File: src/rtl/clock_time_ctrl_if.sv
// Button inputs and display-side outputs of the clock time controller.
// Optional pm output exists only when H12_DISPLAY_EN is defined.
interface clock_time_ctrl_if;
  // No valid/ready here: buttons are debounced levels sampled every clk_in edge,
  // and every output is a registered level (hour_chime is a one-cycle pulse).
  logic       btn_mode;
  logic       btn_up;
  logic [3:0] sec_lo;
  logic [3:0] sec_hi;
  logic [3:0] min_lo;
  logic [3:0] min_hi;
  logic [3:0] hour_lo;
  logic [3:0] hour_hi;
  logic [1:0] mode;
  logic       blank_hour;
  logic       blank_min;
  logic       hour_chime;
`ifdef H12_DISPLAY_EN
  logic       pm;
`endif

  modport slave (
    input  btn_mode, btn_up,
`ifdef H12_DISPLAY_EN
    output pm,
`endif
    output sec_lo, sec_hi, min_lo, min_hi, hour_lo, hour_hi,
    output mode, blank_hour, blank_min, hour_chime
  );

  modport master (
    output btn_mode, btn_up,
`ifdef H12_DISPLAY_EN
    input  pm,
`endif
    input  sec_lo, sec_hi, min_lo, min_hi, hour_lo, hour_hi,
    input  mode, blank_hour, blank_min, hour_chime
  );
endinterface

File: src/rtl/clock_time_ctrl.sv
// Digital clock timekeeping: 1 s prescaler, BCD time counters, RUN/SET mode FSM, blink.
// Define H12_DISPLAY_EN to show hours in 12 h form with a pm flag.
module clock_time_ctrl #(
  parameter int CLK_DIV    = 1000,
  parameter int BLINK_HALF = 500
) (
  input  logic                clk_in,
  input  logic                reset,
  clock_time_ctrl_if.slave    bus
);

  localparam int PW = (CLK_DIV    > 1) ? $clog2(CLK_DIV)    : 1;
  localparam int BW = (BLINK_HALF > 1) ? $clog2(BLINK_HALF) : 1;

  typedef enum logic [1:0] {
    MODE_RUN      = 2'b00,
    MODE_SET_HOUR = 2'b01,
    MODE_SET_MIN  = 2'b10
  } mode_e;

  mode_e          mode_q, mode_d;
  logic           mode_prev_q, mode_prev_d;
  logic           up_prev_q, up_prev_d;
  logic [PW-1:0]  presc_q, presc_d;
  logic [BW-1:0]  blink_q, blink_d;
  logic           phase_q, phase_d;
  logic [7:0]     sec_q, sec_d;
  logic [7:0]     min_q, min_d;
  logic [7:0]     hour_q, hour_d;
  logic           chime_q, chime_d;
  logic           blank_hour_q, blank_hour_d;
  logic           blank_min_q, blank_min_d;
`ifdef H12_DISPLAY_EN
  logic [7:0]     hour_disp_q, hour_disp_d;
  logic           pm_q, pm_d;
  logic [8:0]     h12_val;
`endif

  logic mode_edge;
  logic up_edge;
  logic up_accept;
  logic tick;

  function automatic logic [7:0] inc_mod60(input logic [7:0] v);
    logic [7:0] r;
    if (v[3:0] == 4'd9) begin
      r = (v[7:4] == 4'd5) ? 8'h00 : {v[7:4] + 4'd1, 4'd0};
    end else begin
      r = {v[7:4], v[3:0] + 4'd1};
    end
    return r;
  endfunction

  function automatic logic [7:0] inc_hour(input logic [7:0] v);
    logic [7:0] r;
    if (v == 8'h23) begin
      r = 8'h00;
    end else if (v[3:0] == 4'd9) begin
      r = {v[7:4] + 4'd1, 4'd0};
    end else begin
      r = {v[7:4], v[3:0] + 4'd1};
    end
    return r;
  endfunction

`ifdef H12_DISPLAY_EN
  // Returns {pm, tens, units} of the 12 h display for a 24 h BCD hour.
  function automatic logic [8:0] to_h12(input logic [7:0] v);
    int   hv;
    int   dv;
    logic pm;
    hv = int'(v[7:4]) * 10 + int'(v[3:0]);
    pm = (hv >= 12);
    if (hv == 0)      dv = 12;
    else if (hv > 12) dv = hv - 12;
    else              dv = hv;
    return {pm, 4'(dv / 10), 4'(dv % 10)};
  endfunction
`endif

  always_comb begin
    mode_edge = bus.btn_mode & ~mode_prev_q;
    up_edge   = bus.btn_up & ~up_prev_q;
    tick      = (mode_q == MODE_RUN) && (presc_q == PW'(CLK_DIV - 1));

    mode_prev_d = bus.btn_mode;
    up_prev_d   = bus.btn_up;
    mode_d      = mode_q;
    presc_d     = presc_q;
    blink_d     = blink_q;
    phase_d     = phase_q;
    sec_d       = sec_q;
    min_d       = min_q;
    hour_d      = hour_q;
    chime_d     = 1'b0;

    case (mode_q)
      MODE_RUN:      if (mode_edge) mode_d = MODE_SET_HOUR;
      MODE_SET_HOUR: if (mode_edge) mode_d = MODE_SET_MIN;
      MODE_SET_MIN:  if (mode_edge) mode_d = MODE_RUN;
      default:       mode_d = MODE_RUN;
    endcase

    // A simultaneous mode edge swallows the up edge.
    up_accept = up_edge & ~mode_edge &
                ((mode_q == MODE_SET_HOUR) || (mode_q == MODE_SET_MIN));

    if ((mode_q == MODE_RUN) && (mode_d == MODE_RUN)) begin
      presc_d = tick ? '0 : presc_q + PW'(1);
    end else begin
      presc_d = '0;
    end

    if (tick) begin
      sec_d = inc_mod60(sec_q);
      if (sec_q == 8'h59) begin
        min_d = inc_mod60(min_q);
        if (min_q == 8'h59) begin
          hour_d  = inc_hour(hour_q);
          chime_d = 1'b1;
        end
      end
    end

    if (up_accept && (mode_q == MODE_SET_HOUR)) hour_d = inc_hour(hour_q);
    if (up_accept && (mode_q == MODE_SET_MIN))  min_d  = inc_mod60(min_q);

    // Leaving SET_MIN restarts the second from a clean boundary.
    if ((mode_q == MODE_SET_MIN) && mode_edge) sec_d = 8'h00;

    if (mode_edge || up_accept) begin
      blink_d = '0;
      phase_d = 1'b0;
    end else if (blink_q == BW'(BLINK_HALF - 1)) begin
      blink_d = '0;
      phase_d = ~phase_q;
    end else begin
      blink_d = blink_q + BW'(1);
    end

    blank_hour_d = (mode_d == MODE_SET_HOUR) & phase_d;
    blank_min_d  = (mode_d == MODE_SET_MIN) & phase_d;

`ifdef H12_DISPLAY_EN
    h12_val     = to_h12(hour_d);
    hour_disp_d = h12_val[7:0];
    pm_d        = h12_val[8];
`endif
  end

  always_ff @(posedge clk_in or negedge reset) begin
    if (!reset) begin
      mode_q       <= MODE_RUN;
      mode_prev_q  <= 1'b1;
      up_prev_q    <= 1'b1;
      presc_q      <= '0;
      blink_q      <= '0;
      phase_q      <= 1'b0;
      sec_q        <= 8'h00;
      min_q        <= 8'h00;
      hour_q       <= 8'h00;
      chime_q      <= 1'b0;
      blank_hour_q <= 1'b0;
      blank_min_q  <= 1'b0;
`ifdef H12_DISPLAY_EN
      hour_disp_q  <= 8'h12;
      pm_q         <= 1'b0;
`endif
    end else begin
      mode_q       <= mode_d;
      mode_prev_q  <= mode_prev_d;
      up_prev_q    <= up_prev_d;
      presc_q      <= presc_d;
      blink_q      <= blink_d;
      phase_q      <= phase_d;
      sec_q        <= sec_d;
      min_q        <= min_d;
      hour_q       <= hour_d;
      chime_q      <= chime_d;
      blank_hour_q <= blank_hour_d;
      blank_min_q  <= blank_min_d;
`ifdef H12_DISPLAY_EN
      hour_disp_q  <= hour_disp_d;
      pm_q         <= pm_d;
`endif
    end
  end

  assign bus.sec_lo     = sec_q[3:0];
  assign bus.sec_hi     = sec_q[7:4];
  assign bus.min_lo     = min_q[3:0];
  assign bus.min_hi     = min_q[7:4];
  assign bus.mode       = mode_q;
  assign bus.blank_hour = blank_hour_q;
  assign bus.blank_min  = blank_min_q;
  assign bus.hour_chime = chime_q;
`ifdef H12_DISPLAY_EN
  assign bus.hour_lo    = hour_disp_q[3:0];
  assign bus.hour_hi    = hour_disp_q[7:4];
  assign bus.pm         = pm_q;
`else
  assign bus.hour_lo    = hour_q[3:0];
  assign bus.hour_hi    = hour_q[7:4];
`endif

endmodule

File: src/flat_wrapper.sv
// flat-port wrapper written by rule: the top's interface ports become plain ports
module clock_time_ctrl_flat 
#(
  parameter int CLK_DIV    = 1000,
  parameter int BLINK_HALF = 500
)
  (clk_in, reset, bus_btn_mode, bus_btn_up, bus_sec_lo, bus_sec_hi, bus_min_lo, bus_min_hi, bus_hour_lo, bus_hour_hi, bus_mode, bus_blank_hour, bus_blank_min, bus_hour_chime);
  clock_time_ctrl_if bus_i ();
  input  logic clk_in;
  input  logic reset;
  input wire logic [$bits(bus_i.btn_mode)-1:0] bus_btn_mode;
  input wire logic [$bits(bus_i.btn_up)-1:0] bus_btn_up;
  output wire logic [$bits(bus_i.sec_lo)-1:0] bus_sec_lo;
  output wire logic [$bits(bus_i.sec_hi)-1:0] bus_sec_hi;
  output wire logic [$bits(bus_i.min_lo)-1:0] bus_min_lo;
  output wire logic [$bits(bus_i.min_hi)-1:0] bus_min_hi;
  output wire logic [$bits(bus_i.hour_lo)-1:0] bus_hour_lo;
  output wire logic [$bits(bus_i.hour_hi)-1:0] bus_hour_hi;
  output wire logic [$bits(bus_i.mode)-1:0] bus_mode;
  output wire logic [$bits(bus_i.blank_hour)-1:0] bus_blank_hour;
  output wire logic [$bits(bus_i.blank_min)-1:0] bus_blank_min;
  output wire logic [$bits(bus_i.hour_chime)-1:0] bus_hour_chime;
  assign bus_i.btn_mode = bus_btn_mode;
  assign bus_i.btn_up = bus_btn_up;
  assign bus_sec_lo = bus_i.sec_lo;
  assign bus_sec_hi = bus_i.sec_hi;
  assign bus_min_lo = bus_i.min_lo;
  assign bus_min_hi = bus_i.min_hi;
  assign bus_hour_lo = bus_i.hour_lo;
  assign bus_hour_hi = bus_i.hour_hi;
  assign bus_mode = bus_i.mode;
  assign bus_blank_hour = bus_i.blank_hour;
  assign bus_blank_min = bus_i.blank_min;
  assign bus_hour_chime = bus_i.hour_chime;
  clock_time_ctrl #(.CLK_DIV(CLK_DIV), .BLINK_HALF(BLINK_HALF)) u_core (.clk_in(clk_in), .reset(reset), .bus(bus_i));
endmodule
File: config.mk
export PLATFORM = sky130hd
export DESIGN_NAME = clock_time_ctrl_flat
export DESIGN_NICKNAME = d
export VERILOG_FILES = /design/src/rtl/clock_time_ctrl_if.sv /design/src/rtl/clock_time_ctrl.sv /design/src/flat_wrapper.sv
export SDC_FILE = /design/constraint.sdc
export NUM_CORES = 1
export LEC_CHECK = 0
export BUFFER_PORTS_ARGS = -buffer_cell sky130_fd_sc_hd__buf_2
export CORE_MARGIN = 2
export CORE_UTILIZATION = 57
export DETAILED_ROUTE_END_ITERATION = 10
export PLACE_DENSITY_LB_ADDON = 0.1
export SETUP_SLACK_MARGIN = 0.2
export SYNTH_ARGS = -nofsm -noshare
export SYNTH_HDL_FRONTEND = slang
export SYNTH_SLANG_ARGS = --single-unit
File: constraint.sdc
create_clock -name clk_in -period 2.4 [get_ports clk_in]
set_input_delay 0.36 -clock clk_in [delete_from_list [all_inputs] [get_ports clk_in]]
set_output_delay 0.36 -clock clk_in [all_outputs]
set_load 0.1 [all_outputs]
# Yosys cells after proc, flatten, opt, wreduce, memory -nomap -nowiden
# Cells that the tools add are included.
dict set report word_totals {
  elab_cells 92
  in_bits 4
  regBits 51
  out_inout_bits 29
}
dict set report op_classes {
  n_eq_ne 14
  reduce_logical 19
  muxes 28
  add_sub_neg 8
  n_bitwise 10
}
# operator count
set ops {}
lappend ops {{8-bit two-way mux} 15}
lappend ops {{4-bit by 1-bit adder with 4-bit output, second input constant} 6}
lappend ops {{10-bit two-way mux} 2}
lappend ops {{9-bit two-way mux} 2}
lappend ops {{8-bit by 7-bit == test with 1-bit output, second input constant} 2}
lappend ops {{2-bit nonzero test} 7}
lappend ops {{4-bit == test, second input constant} 3}
lappend ops {{10-bit by 1-bit adder with 10-bit output, second input constant} 1}
lappend ops {{10-bit == test, second input constant} 1}
lappend ops {{9-bit by 1-bit adder with 9-bit output, second input constant} 1}
lappend ops {{9-bit == test, second input constant} 1}
lappend ops {{4-bit by 3-bit == test with 1-bit output, second input constant} 2}
lappend ops {{8-bit by 6-bit == test with 1-bit output, second input constant} 1}
lappend ops {{1-bit bitwise AND} 6}
lappend ops {{2-bit two-way mux} 3}
lappend ops {{2-bit case mux with 3 select lines} 1}
lappend ops {{1-bit logical AND} 5}
lappend ops {{1-bit two-way mux} 5}
lappend ops {{2-bit by 1-bit == test with 1-bit output, second input constant} 2}
lappend ops {{2-bit == test, second input constant} 2}
lappend ops {{2-bit zero test} 2}
lappend ops {{1-bit inverter} 4}
lappend ops {{2-bit AND reduction} 2}
lappend ops {{3-bit AND reduction} 1}
lappend ops {{1-bit logical OR} 2}

# Logic depth before layout (Yosys ltp)
# Gate-level depths: netlist of the first run.
dict set report depth {
  depth_word 8
  depth_mapped 9
  depth_no_buf 7
}

# Worst setup path before layout of the first run
# OpenSTA, ideal clock, no wires.
dict set report synth_path {
  path_kind {reg-to-reg}
  startpoint {register u_core.mode_q[0] (netlist: u_core.bus.mode[0])}
  endpoint {register u_core.min_q[6]}
  period_less_slack_ns 2.715
  required_time_ns 2.278
  path_stages_with_launch 9
  n_path_buf 1
  setup_ns 0.122
  setup_slack_ns -0.315
  t_arrival_ns 2.593
  path_cell_list {dfrtp_1 > inv_1 > ha_1 > nand4bb_1 > or4_4 > buf_6 > o22ai_1 > o21ai_0 > a22o_1}
}
dict set report synth_via {
  elab_chain_cells 6
  elab_cells_between_ends 11
  cone_classes {eq/ne: 2; mux: 1; bitwise: 1; reduce/logical: 7}
}
# element line_no
set synth_lines {}
lappend synth_lines {{from (decl)} clock_time_ctrl.sv:21} ;# mode_e mode_q, mode_d;
lappend synth_lines {{from (signal assigned)} clock_time_ctrl.sv:170} ;# mode_q <= mode_d;
lappend synth_lines {{2-bit by 1-bit == test with 1-bit output / 2-bit == test (equally long branches)} {clock_time_ctrl.sv:106, clock_time_ctrl.sv:126}}
lappend synth_lines {{1-bit logical OR} clock_time_ctrl.sv:106} ;# ((mode_q == MODE_SET_HOUR) || (mode_q == MODE_SET_MIN));
lappend synth_lines {{1-bit bitwise AND} clock_time_ctrl.sv:105} ;# up_accept = up_edge & ~mode_edge &
lappend synth_lines {{1-bit logical AND} clock_time_ctrl.sv:126} ;# if (up_accept && (mode_q == MODE_SET_MIN)) min_d = inc_mod60(min_q);
lappend synth_lines {{2-bit nonzero test (no line)} --}
lappend synth_lines {{2-bit AND reduction (no line)} --}
lappend synth_lines {{to (signal assigned)} clock_time_ctrl.sv:177} ;# min_q <= min_d;
lappend synth_lines {{to (decl)} clock_time_ctrl.sv:28} ;# logic [7:0] min_q, min_d;
# Parallel ways exist; a longest one is shown, timed or not.
# A chain may end at the register's enable or synchronous reset.

# Final worst setup path of the first run
dict set report layout_path {
  startpoint {register u_core.mode_q[0] (netlist: u_core.bus.mode[0])}
  endpoint {register u_core.hour_q[4]}
}
dict set report layout_via {
  elab_chain_cells 6
  elab_cells_between_ends 12
  cone_classes {eq/ne: 2; mux: 1; bitwise: 1; reduce/logical: 8}
}
# element line_no
set layout_lines {}
lappend layout_lines {{2-bit by 1-bit == test with 1-bit output / 2-bit == test (equally long branches)} {clock_time_ctrl.sv:106, clock_time_ctrl.sv:125}}
lappend layout_lines {{1-bit logical OR} clock_time_ctrl.sv:106}
lappend layout_lines {{1-bit bitwise AND} clock_time_ctrl.sv:105}
lappend layout_lines {{1-bit logical AND} clock_time_ctrl.sv:125} ;# if (up_accept && (mode_q == MODE_SET_HOUR)) hour_d = inc_hour(hour_q);
lappend layout_lines {{2-bit nonzero test (no line)} --}
lappend layout_lines {{3-bit AND reduction (no line)} --}
lappend layout_lines {{to (signal assigned)} clock_time_ctrl.sv:178} ;# hour_q <= hour_d;
lappend layout_lines {{to (decl)} clock_time_ctrl.sv:29} ;# logic [7:0] hour_q, hour_d;
# Parallel ways exist; a longest one is shown, timed or not.

==> results of run 1 <==
[final timing paths]
| path | startpoint | to | slack (ps) |
|---|---|---|---|
| max | u_core.bus.mode[0]$_DFF_PN0_ | u_core.hour_q[4]$_DFFE_PN0P_ | 180 |
| min in group clk_in | bus_btn_up | u_core.up_prev_q$_DFF_PN1_ | 170 |
| max in group asynchronous | reset | u_core.bus.mode[1]$_DFF_PN0_ | 1780 |
| min reg2reg | u_core.blink_q[0]$_DFF_PN0_ | u_core.blink_q[0]$_DFF_PN0_ | 460 |
| max reg2reg | u_core.bus.mode[0]$_DFF_PN0_ | u_core.hour_q[4]$_DFFE_PN0P_ | 180 |
| min | reset | u_core.presc_q[5]$_DFF_PN0_ | 150 |
[synthesized netlist by cell type (2+ instances only)]
cell / instances
nand3_1: 17
dfrtp_1: 49
a21oi_1: 7
a21bo_2: 2
o21ai_1: 2
o21ai_0: 9
ha_1: 14
xor2_1: 8
nand2b_1: 3
and3b_1: 2
clkbuf_1: 4
and2_1: 2
nor2b_1: 4
nor3_1: 6
inv_1: 10
nand4_1: 2
nand2_1: 14
dfstp_2: 2
and3_1: 8
nor2_1: 44
a21boi_0: 2
nor4bb_1: 2
mux2_2: 3
a22o_1: 3
mux2i_1: 3
xnor2_1: 14
[where the power goes]
part | switching [mW] | internal, mW
Combinational | 1.40 | 0.441
Sequential | 0.246 | 1.05
Clock | 0.269 | 0.312
[registers in the layout (all words and copies together) (netlist names), 2 cells and up]
register,flops
u_core.blink_q,9
u_core.bus.mode,2
u_core.hour_q,8
u_core.min_q,8
u_core.presc_q,10
u_core.sec_q,8
[worst max-delay path: stages, from the launching register on]
cell and delay [ps]:
dfrtp_4 510, inv_4 70, ha_4 140, nand4bb_4 120, or4_4 600, o21ai_4 260
buf_6 170, and3_4 190, a21oi_2 30
[repair_timing]
item | CTS | global route
buffers inserted | 0 | 8
endpoints found under the hold margin | 0 | 0
setup endpoints to repair | 11 | 11
gates resized for setup | 1 | 20
cloned | 0 | 0
pin swaps | 1 | 10
[area by class of cell]
class	count	area (sq um)
fillers	332	1230
flip-flops and latches	51	1300
clock inverters	1	30.0
multi-input cells	188	1350
inverters	10	42.5
well taps	52	65.1
clock buffers	7	76.3
repair buffers	44	262
[kinds of logic (layout without fill, tap and decap cells)]
| group | count (synthesis) | after routing | synth area share |
|---|---|---|---|
| flip-flops | 51 | 51 | 0.498 |
| multiplexers | 6 | 6 | 0.0249 |
| AO/OA/AOI/OAI | 31 | 31 | 0.0780 |
| XOR/XNOR | 22 | 22 | 0.0751 |
| AND/OR/NAND/NOR | 115 | 115 | 0.229 |
| buffers and inverters | 16 | 62 | 0.0268 |
| adder cells (fa/ha/maj) | 14 | 14 | 0.0683 |
[layer usage]
layer  global-route usage  routed length (microns)  up-vias
li1                     -                        -      964
met1                0.270                     2330      912
met2                0.310                     2300       32
met3               0.0456                      152        5
met4               0.0734                       61        0
met5                    0                        0        -
==> results.py, run 1 <==
metrics = {
    "sta": {
        "finalWorstSetupSlack_ps": 184,
        "rsz0062_at_grt": "true",
        "finalMaxSlewViolations": 0,
        "finalHoldViolations": 0,
        "period_minus_slack_ps": 2220,
        "slew-limit-headroom": 0.586,
        "tightestPinTransition_ps": 621,
        "clock.fmax_mhz": 451,
        "worst_hold_slack_ps": 147,
        "fin_tns_setup_ps": 0,
        "setup_viol": 0,
        "fin_skew_ps": 6.77,
        "finalCritPeriodShare": 0.924,
    },
    "floorplan": {
        "io_pins": 33,
        "core_sq_um": 4350,
        "std_cell_rows": 24,
        "die_area_sq_um": 5050,
        "initial_core_util": 0.589,
        "die_h_microns": 71.1,
        "fp.dieW_microns": 71.1,
    },
    "clock_network": {
        "htreeDepth": 2,
        "path_clk_slew_ps": 90,
        "cts_root_buffer": "clkbuf_8",
        "holdBufCountCts": 0,
        "cts_made_buffers": 5,
        "cts_buffer_depth": 2,
        "cts_tree": "done",
        "cts.sinks": 51,
        "clk_latency_ps": 300,
    },
    "layout": {
        "area_growth_pct": 21.7,
        "final_util": 0.718,
        "final_cell_count_no_fill": 353,
        "final_common_cell": "nor2_1",
        "layout_common_cells": "44 x nor2_1, 39 x dfrtp_1, 32 x buf_2",
        "drive_gt1_frac": 0.312,
        "fin_nets": 318,
        "antennaDiodeCount": 0,
        "final_area_sq_um": 3120,
    },
    "place": {
        "dp_hpwl_mm": 3.33,
        "postPlaceCellArea_sq_um": 2860,
        "port_buffers": 32,
        "dp_slack_ps": 111,
        "place.gp.congestion": 0.842,
        "placed_cells": 337,
    },
    "synthesis": {
        "netlist.area_leader.share": 0.478,
        "yosysTopAreaCell": "dfrtp_1",
        "ys_seq_area_frac": 0.498,
        "syn_area_per_cell_sq_um": 10.1,
        "synthTopCellsByArea": "dfrtp_1 48%, ha_1 6.8%, nor2_1 6.4%",
        "synthesis.nets": 273,
        "ys_types": 45,
        "yosysWarnings": 0,
        "ys_ff_latch": 51,
        "netlist_area_sq_um": 2570,
        "synth_edf_count": 0,
        "ys_dominant_reg_cell": "dfrtp_1",
        "synth_async_sr_flop_share": 1.00,
        "synthCells": 255,
    },
    "critical_path": {
        "ff2ff_path_depth": 8,
        "cp_max_fo": 7,
        "worst_setup_path_start_kind": "register",
        "arrival_ps": 2410,
        "critical_path_class": "register to register",
        "cp-end-kind": "register",
        "required_ps": 2600,
    },
    "power_and_ir_drop": {
        "power.leakage_nw": 1.45,
        "irDropWorstVdd_v": 0.00112,
        "p_total_mw": 3.72,
        "power.density_nw_per_um2": 1190,
    },
    "global_route": {
        "antenna_found_initial": 0,
        "grt_pass1_wl_mm": 8.02,
        "grt_max_degree": 52,
        "grt_pass1_vias": 1813,
        "track_usage": 0.198,
        "grt_overflow": 0,
    },
    "route": {
        "first_iter_violations": 54,
        "viasPerCell": 5.42,
        "detail_route.wl_per_cell_microns": 13.7,
        "drc": 0,
        "drt_wl_total_mm": 4.84,
        "vias": 1913,
        "first_pass_iters": 4,
        "drtAntennaViolNets": 0,
    },
    "status": {
        "status": "finished clean",
    },
    "job": {
        "max-cap-violations": 0,
    },
    "hold_path": {
        "hold_path.class": "input port to asynchronous set/reset pin",
    },
}
(Power assumes the default switching activity.)
==> run 2, diff against run 1 <==
Settings changed: ABC_AREA set to 1, CORE_UTILIZATION 57 to 58.
==> run 2 against run 1 <==
  * Register-to-register slack improved by 270 ps
  * Final cell count is 18% higher
  * Fmax rose by 14%
  * Critical endpoint is now u_core.min_q[5]$_DFFE_PN0P_
  * Hold slack gained 6.3 ps
  * Sequential share of layout area up 0.44 points
  * Global-route usage rose by 1.4 points
  * Die area increased by 4.4%
  * Highest routed layer unchanged
  * Clock skew is essentially flat
  * Wire length rose by 3.2%
  * Flip-flop and latch count unchanged
  * Clock power down 14%
==> results.py, run 2 <==
metrics = {
    "status": {
        "status": "finished clean",
    },
    "layout": {
        "reg_top3": "u_core.presc_q x10, u_core.blink_q x9",
        "drive_gt1_frac": 0.178,
        "final_common_cell": "nand2_1",
        "layout_common_cells": "70 x nand2_1, 47 x dfrtp_1, 37 x inv_1",
        "largest-register": "u_core.presc_q",
        "area_growth_pct": 11.8,
        "final_cell_count_no_fill": 417,
        "largest_register_ffs": 10,
        "antennaDiodeCount": 0,
        "fin_nets": 382,
    },
    "power_and_ir_drop": {
        "power.density_nw_per_um2": 788,
        "seq_power_share": 0.432,
        "irDropWorstVdd_v": 0.000427,
        "p_int_mw": 1.38,
        "switchingPower_mw": 1.03,
        "p_sw_frac": 0.428,
        "comb_power_share": 0.361,
        "power.leakage_nw": 1.59,
        "power.share.clock": 0.207,
    },
    "synthesis": {
        "yosysWarnings": 0,
        "synthesis.nets": 342,
        "netlist_area_sq_um": 2730,
        "yosysTopAreaCell": "dfrtp_1",
        "synth_edf_count": 0,
        "ys_seq_area_frac": 0.468,
        "netlist.area_leader.share": 0.449,
        "ys_types": 29,
        "synth_async_sr_flop_share": 1.00,
        "synthCells": 324,
        "ys_ff_latch": 51,
        "synth_most_common_cell": "nand2_1",
        "yosys-top-cells-count": "70 x nand2_1, 49 x dfrtp_1, 37 x inv_1",
        "synthTopCellsByArea": "dfrtp_1 45%, nand2_1 9.6%, ha_1 6.4%",
        "ys_dominant_reg_cell": "dfrtp_1",
        "syn_area_per_cell_sq_um": 8.43,
    },
    "critical_path": {
        "critical_path_class": "register to register",
        "path_cells": "inv_1 -> ha_1 -> nand2_2 -> nor2_4 -> nand3_1 -> o21ai_2 -> nand2_1 -> nand2_1 -> nand2_1",
        "arrival_ps": 2140,
        "crit_slowest_cell": "dfrtp_2",
        "cp_max_fo": 12,
        "reg2reg_to": "u_core.min_q[5]$_DFFE_PN0P_",
        "ff2ff_path_depth": 9,
        "required_ps": 2600,
        "r2r_slack_ps": 460,
        "worst_setup_path_start_kind": "register",
        "slowest_delay_ps": 430,
        "rr_startpoint": "u_core.bus.mode[0]$_DFF_PN0_",
        "cp-end-kind": "register",
        "critPathMostFrequentCell": "nand2_1",
        "crit_start": "u_core.bus.mode[0]$_DFF_PN0_",
    },
    "route": {
        "detail_route.wl_per_cell_microns": 12.0,
        "drtAntennaViolNets": 0,
        "viasPerCell": 5.20,
        "first_iter_violations": 78,
        "first_pass_iters": 4,
        "drc": 0,
        "drt_wl_total_mm": 4.99,
        "vias": 2168,
    },
    "sta": {
        "finalHoldViolations": 0,
        "rsz0062_at_grt": "false",
        "fin_tns_setup_ps": 0,
        "slew-limit-headroom": 0.436,
        "setup_viol": 0,
        "finalWorstSetupSlack_ps": 457,
        "finalMaxSlewViolations": 0,
        "worst_hold_slack_ps": 153,
        "clock.fmax_mhz": 515,
        "fin_skew_ps": 6.82,
        "finalCritPeriodShare": 0.809,
        "period_minus_slack_ps": 1940,
        "tightestPinTransition_ps": 847,
    },
    "clock_network": {
        "path_clk_slew_ps": 90,
        "htreeDepth": 2,
        "cts.sinks": 51,
        "holdBufCountCts": 0,
        "cts_tree": "done",
        "cts_root_buffer": "clkbuf_8",
        "post_cts_resized": 0,
        "cts_setup_buffers": 0,
        "clk_latency_ps": 300,
        "cts_made_buffers": 5,
        "cts_buffer_depth": 2,
    },
    "floorplan": {
        "io_pins": 33,
        "core_sq_um": 4440,
        "die_h_microns": 72.6,
        "fp.dieW_microns": 72.6,
        "die_area_sq_um": 5280,
        "initial_core_util": 0.615,
        "std_cell_rows": 24,
    },
    "global_route": {
        "grt_util_met1": 0.256,
        "antenna_found_initial": 0,
        "use_met3": 0.0414,
        "grt_pass1_vias": 2063,
        "grt-busiest-layer": "met2",
        "grt_overflow": 0,
        "grt_max_degree": 39,
        "track_usage": 0.212,
        "grt_pass1_wl_mm": 8.65,
        "grt_use_met2": 0.369,
    },
    "place": {
        "dp_hpwl_mm": 3.76,
        "dp_slack_ps": 473,
        "placed_cells": 409,
        "port_buffers": 32,
        "place.gp.congestion": 0.827,
    },
    "hold_path": {
        "hold_path.class": "input port to asynchronous set/reset pin",
    },
    "job": {
        "max-cap-violations": 0,
    },
}
-- run 2: cell count changes in the layout (fill, tap and decap cells not counted), moves of 10 or more --
cell / before / now
nand2_1: 11 / 70
inv_1: 8 / 37
nand3_1: 13 / 28
nor2_1: 44 / 34
nor3_1: 6 / 16
-- run 2: metal layers --
layer	share of wire	wire, microns	up-vias
met2	0.49	2430	32
met5	0	0	-
met3	0.031	153	10
met1	0.46	2320	999
li1	-	-	1127
met4	0.019	93	0
-- run 2: cell type report --
type / count / area, sq um
fillers: 371 / 1390
multi-input cells: 232 / 1290
flip-flops and latches: 51 / 1280
repair buffers: 35 / 183
inverters: 39 / 146
clock buffers: 7 / 86.3
well taps: 52 / 65.1
clock inverters: 1 / 5.00
-- run 2: power groups by stage --
stage | Combinational, mW | Clock (mW) | Sequential (mW)
4_1_cts | 0.874 | 0.518 | 1.04
3_3_place_gp | 0.858 | 0 | 1.05
3_5_place_dp | 0.868 | 0 | 1.06
6_report | 0.869 | 0.499 | 1.04
5_1_grt | 0.951 | 0.551 | 1.06
2_1_floorplan | 0.375 | 0 | 1.38
-- run 2: worst max-delay path: cells and delay by family, from the launching register on --
kind / cells / cell delay [ps]
compound gates: 1 / 380
fa+ha+maj: 1 / 280
buf+inv: 1 / 110
flops: 1 / 430
simple gates: 6 / 650
-- run 2: logic make-up after synthesis --
| group | count (synthesis) | share of synthesized area |
|---|---|---|
| XOR/XNOR | 17 | 0.0545 |
| flip-flops | 51 | 0.468 |
| buffers and inverters | 41 | 0.0604 |
| adder cells (fa/ha/maj) | 14 | 0.0641 |
| AO/OA/AOI/OAI | 28 | 0.0540 |
| AND/OR/NAND/NOR | 173 | 0.299 |
-- run 2: how the worst max path moves through the flow --
| stage | slack [ps] | to |
|---|---|---|
| after floorplan | 240 | u_core.hour_q[6]$_DFFE_PN0P_ |
| after global placement | 550 | u_core.min_q[5]$_DFFE_PN0P_ |
| after detailed placement | 470 | u_core.min_q[5]$_DFFE_PN0P_ |
| after CTS | 440 | u_core.min_q[5]$_DFFE_PN0P_ |
| after global routing | 280 | u_core.min_q[5]$_DFFE_PN0P_ |
| final | 460 | u_core.min_q[5]$_DFFE_PN0P_ |
-- run 2: metrics by stage --
stage                     instance area [sq um]  total power [mW]  utilization
after floorplan                            2740              1.76            -
after global placement                     2960              1.91        0.667
after detailed placement                   2960              1.93        0.667
after CTS                                  3060              2.43        0.688
after global routing                       3060              2.56        0.688
final                                      3060              2.41        0.688
==> run 3, diff against run 2 <==
Clock period 2.4 ns to 1.8 ns, I/O delays scaled along.
==> run 3 against run 2 <==
  * Non-clock buffer count grew 22
  * Combinational power grew 100%
  * Clock skew shrank 1.3 ps
  * Sequential power grew 37%
  * Setup slack lost 290 ps
  * First-iteration DRC count grew 73%
  * Global-route usage grew 1.9 points
  * Clock power grew 42%
  * Design area grew 18%
  * Flip-flop and latch count is the same
  * Sequential share of layout area shrank 4.9 points
  * Critical endpoint is now u_core.hour_q[5]$_DFFE_PN0P_
  * Largest cell class unchanged
  * Largest power group is now combinational logic
  * Highest routed layer unchanged
==> results.py, run 3 (same netlist as run 2, synthesis figures left out) <==
metrics = {
    "floorplan": {
        "fp.dieW_microns": 72.6,
        "initial_core_util": 0.615,
        "die_area_sq_um": 5280,
        "io_pins": 33,
        "die_h_microns": 72.6,
        "std_cell_rows": 24,
        "core_sq_um": 4440,
    },
    "hold_path": {
        "whs_path_depth": 1,
        "worstHoldStart": "bus_btn_up",
        "hold_path.class": "input port to register",
        "min_to": "u_core.up_prev_q$_DFF_PN1_",
    },
    "job": {
        "max-cap-violations": 0,
    },
    "power_and_ir_drop": {
        "power.density_nw_per_um2": 1080,
        "power.leakage_nw": 1.76,
        "irDropWorstVdd_v": 0.00118,
    },
    "global_route": {
        "grt_pass1_wl_mm": 9.44,
        "antenna_found_initial": 0,
        "grt_overflow": 0,
        "grt_max_degree": 32,
        "track_usage": 0.231,
        "grt_pass1_vias": 2158,
    },
    "clock_network": {
        "cts_buffer_depth": 2,
        "cts.sinks": 51,
        "cts_root_buffer": "clkbuf_8",
        "clk_latency_ps": 300,
        "cts_made_buffers": 5,
        "htreeDepth": 2,
        "path_clk_slew_ps": 90,
        "cts_tree": "done",
    },
    "place": {
        "port_buffers": 32,
        "place.gp.congestion": 0.809,
        "dp_hpwl_mm": 3.77,
    },
    "critical_path": {
        "cp-end-kind": "register",
        "r2r_slack_ps": 170,
        "worst_setup_path_start_kind": "register",
        "arrival_ps": 1830,
        "required_ps": 2000,
        "reg2reg_to": "u_core.hour_q[5]$_DFFE_PN0P_",
        "cp_max_fo": 5,
        "critical_path_class": "register to register",
        "rr_startpoint": "u_core.bus.mode[0]$_DFF_PN0_",
        "ff2ff_path_depth": 11,
    },
    "route": {
        "first_pass_iters": 4,
        "drc": 0,
        "viasPerCell": 5.38,
        "vias": 2373,
        "drt_wl_total_mm": 5.95,
        "detail_route.wl_per_cell_microns": 13.5,
        "drtAntennaViolNets": 0,
        "first_iter_violations": 135,
    },
    "sta": {
        "finalCritPeriodShare": 0.908,
        "setup_viol": 0,
        "tightestPinTransition_ps": 509,
        "finalHoldViolations": 0,
        "clock.fmax_mhz": 612,
        "fin_skew_ps": 5.56,
        "finalMaxSlewViolations": 0,
        "fin_tns_setup_ps": 0,
        "period_minus_slack_ps": 1630,
        "rsz0062_at_grt": "true",
        "slew-limit-headroom": 0.661,
    },
    "layout": {
        "largest-register": "u_core.presc_q",
        "layout_common_cells": "56 x nand2_1, 32 x inv_1, 32 x buf_2",
        "fin_nets": 406,
        "drive_gt1_frac": 0.406,
        "area_growth_pct": 32.0,
        "final_common_cell": "nand2_1",
        "antennaDiodeCount": 0,
        "final_util": 0.811,
        "reg_top3": "u_core.presc_q x10, u_core.blink_q x9",
        "largest_register_ffs": 10,
    },
    "status": {
        "status": "finished clean",
    },
}
## run 3: metal layers
layer | track usage | part of all wire
met1 | 0.289 | 0.43
met2 | 0.402 | 0.52
met3 | 0.0428 | 0.033
met4 | 0.0761 | 0.014
met5 | 0 | 0
## run 3: final cells by class
class	count	area [sq um]
Multi-Input combinational cell	234	1570
Sequential cell	51	1330
Fill cell	283	838
Timing Repair Buffer	57	389
Inverter	39	151
Clock buffer	8	100
Tap cell	52	65.1
## run 3: what timing repair did
action,4_1_cts,5_1_grt
hold endpoints to repair,20,0
cloned,2,1
buffers inserted,14,6
setup endpoints to repair,16,36
pin swaps,11,14
gates resized for setup,16,51
hold buffers,1,0
## run 3: worst max-delay path, cell delays in order, from the launching register on
cell,delay [ps]
dfrtp_4,510
inv_4,80
ha_4,140
nand2_4,50
nor2_4,160
nand2_4,80
nor2_8,120
nand2_4,100
nand2_8,100
nand2_4,60
nand2_2,80
nand2_2,50
## run 3: per-stage QoR
| stage | std cells | setup slack (ps) | cell area [sq um] | hold slack (ps) | power [mW] |
|---|---|---|---|---|---|
| 3_5_place_dp | 409 | 94.4 | 3060 | 271 | 2.66 |
| 5_1_grt | 441 | 84.5 | 3610 | 65.5 | 4.08 |
| 2_1_floorplan | 324 | 60.9 | 2830 | -25.6 | 2.43 |
| 4_1_cts | 434 | 181 | 3360 | 74.9 | 3.48 |
| 3_3_place_gp | 409 | 141 | 3060 | 261 | 2.63 |
| 6_report | 441 | 166 | 3610 | 87.2 | 3.88 |
## run 3: power breakdown
group	total, mW	internal [mW]	switching, mW
Combinational	1.75	0.568	1.18
Clock	0.710	0.351	0.358
Sequential	1.42	1.30	0.126
Total	3.88	2.21	1.67
## run 3: how the worst max path moves through the flow
stage / start / to / slack [ps] / depth (start not counted)
3_5_place_dp: u_core.bus.mode[1]$_DFF_PN0_ / u_core.hour_q[5]$_DFFE_PN0P_ / 90 / 11
5_1_grt: u_core.sec_q[1]$_DFFE_PN0P_ / u_core.hour_q[5]$_DFFE_PN0P_ / 80 / 11
2_1_floorplan: u_core.bus.mode[1]$_DFF_PN0_ / u_core.hour_q[6]$_DFFE_PN0P_ / 60 / 11
3_3_place_gp: u_core.hour_q[0]$_DFFE_PN0P_ / u_core.hour_q[6]$_DFFE_PN0P_ / 140 / 6
4_1_cts: u_core.bus.mode[0]$_DFF_PN0_ / u_core.hour_q[5]$_DFFE_PN0P_ / 180 / 11
6_report: u_core.bus.mode[0]$_DFF_PN0_ / u_core.hour_q[5]$_DFFE_PN0P_ / 170 / 11
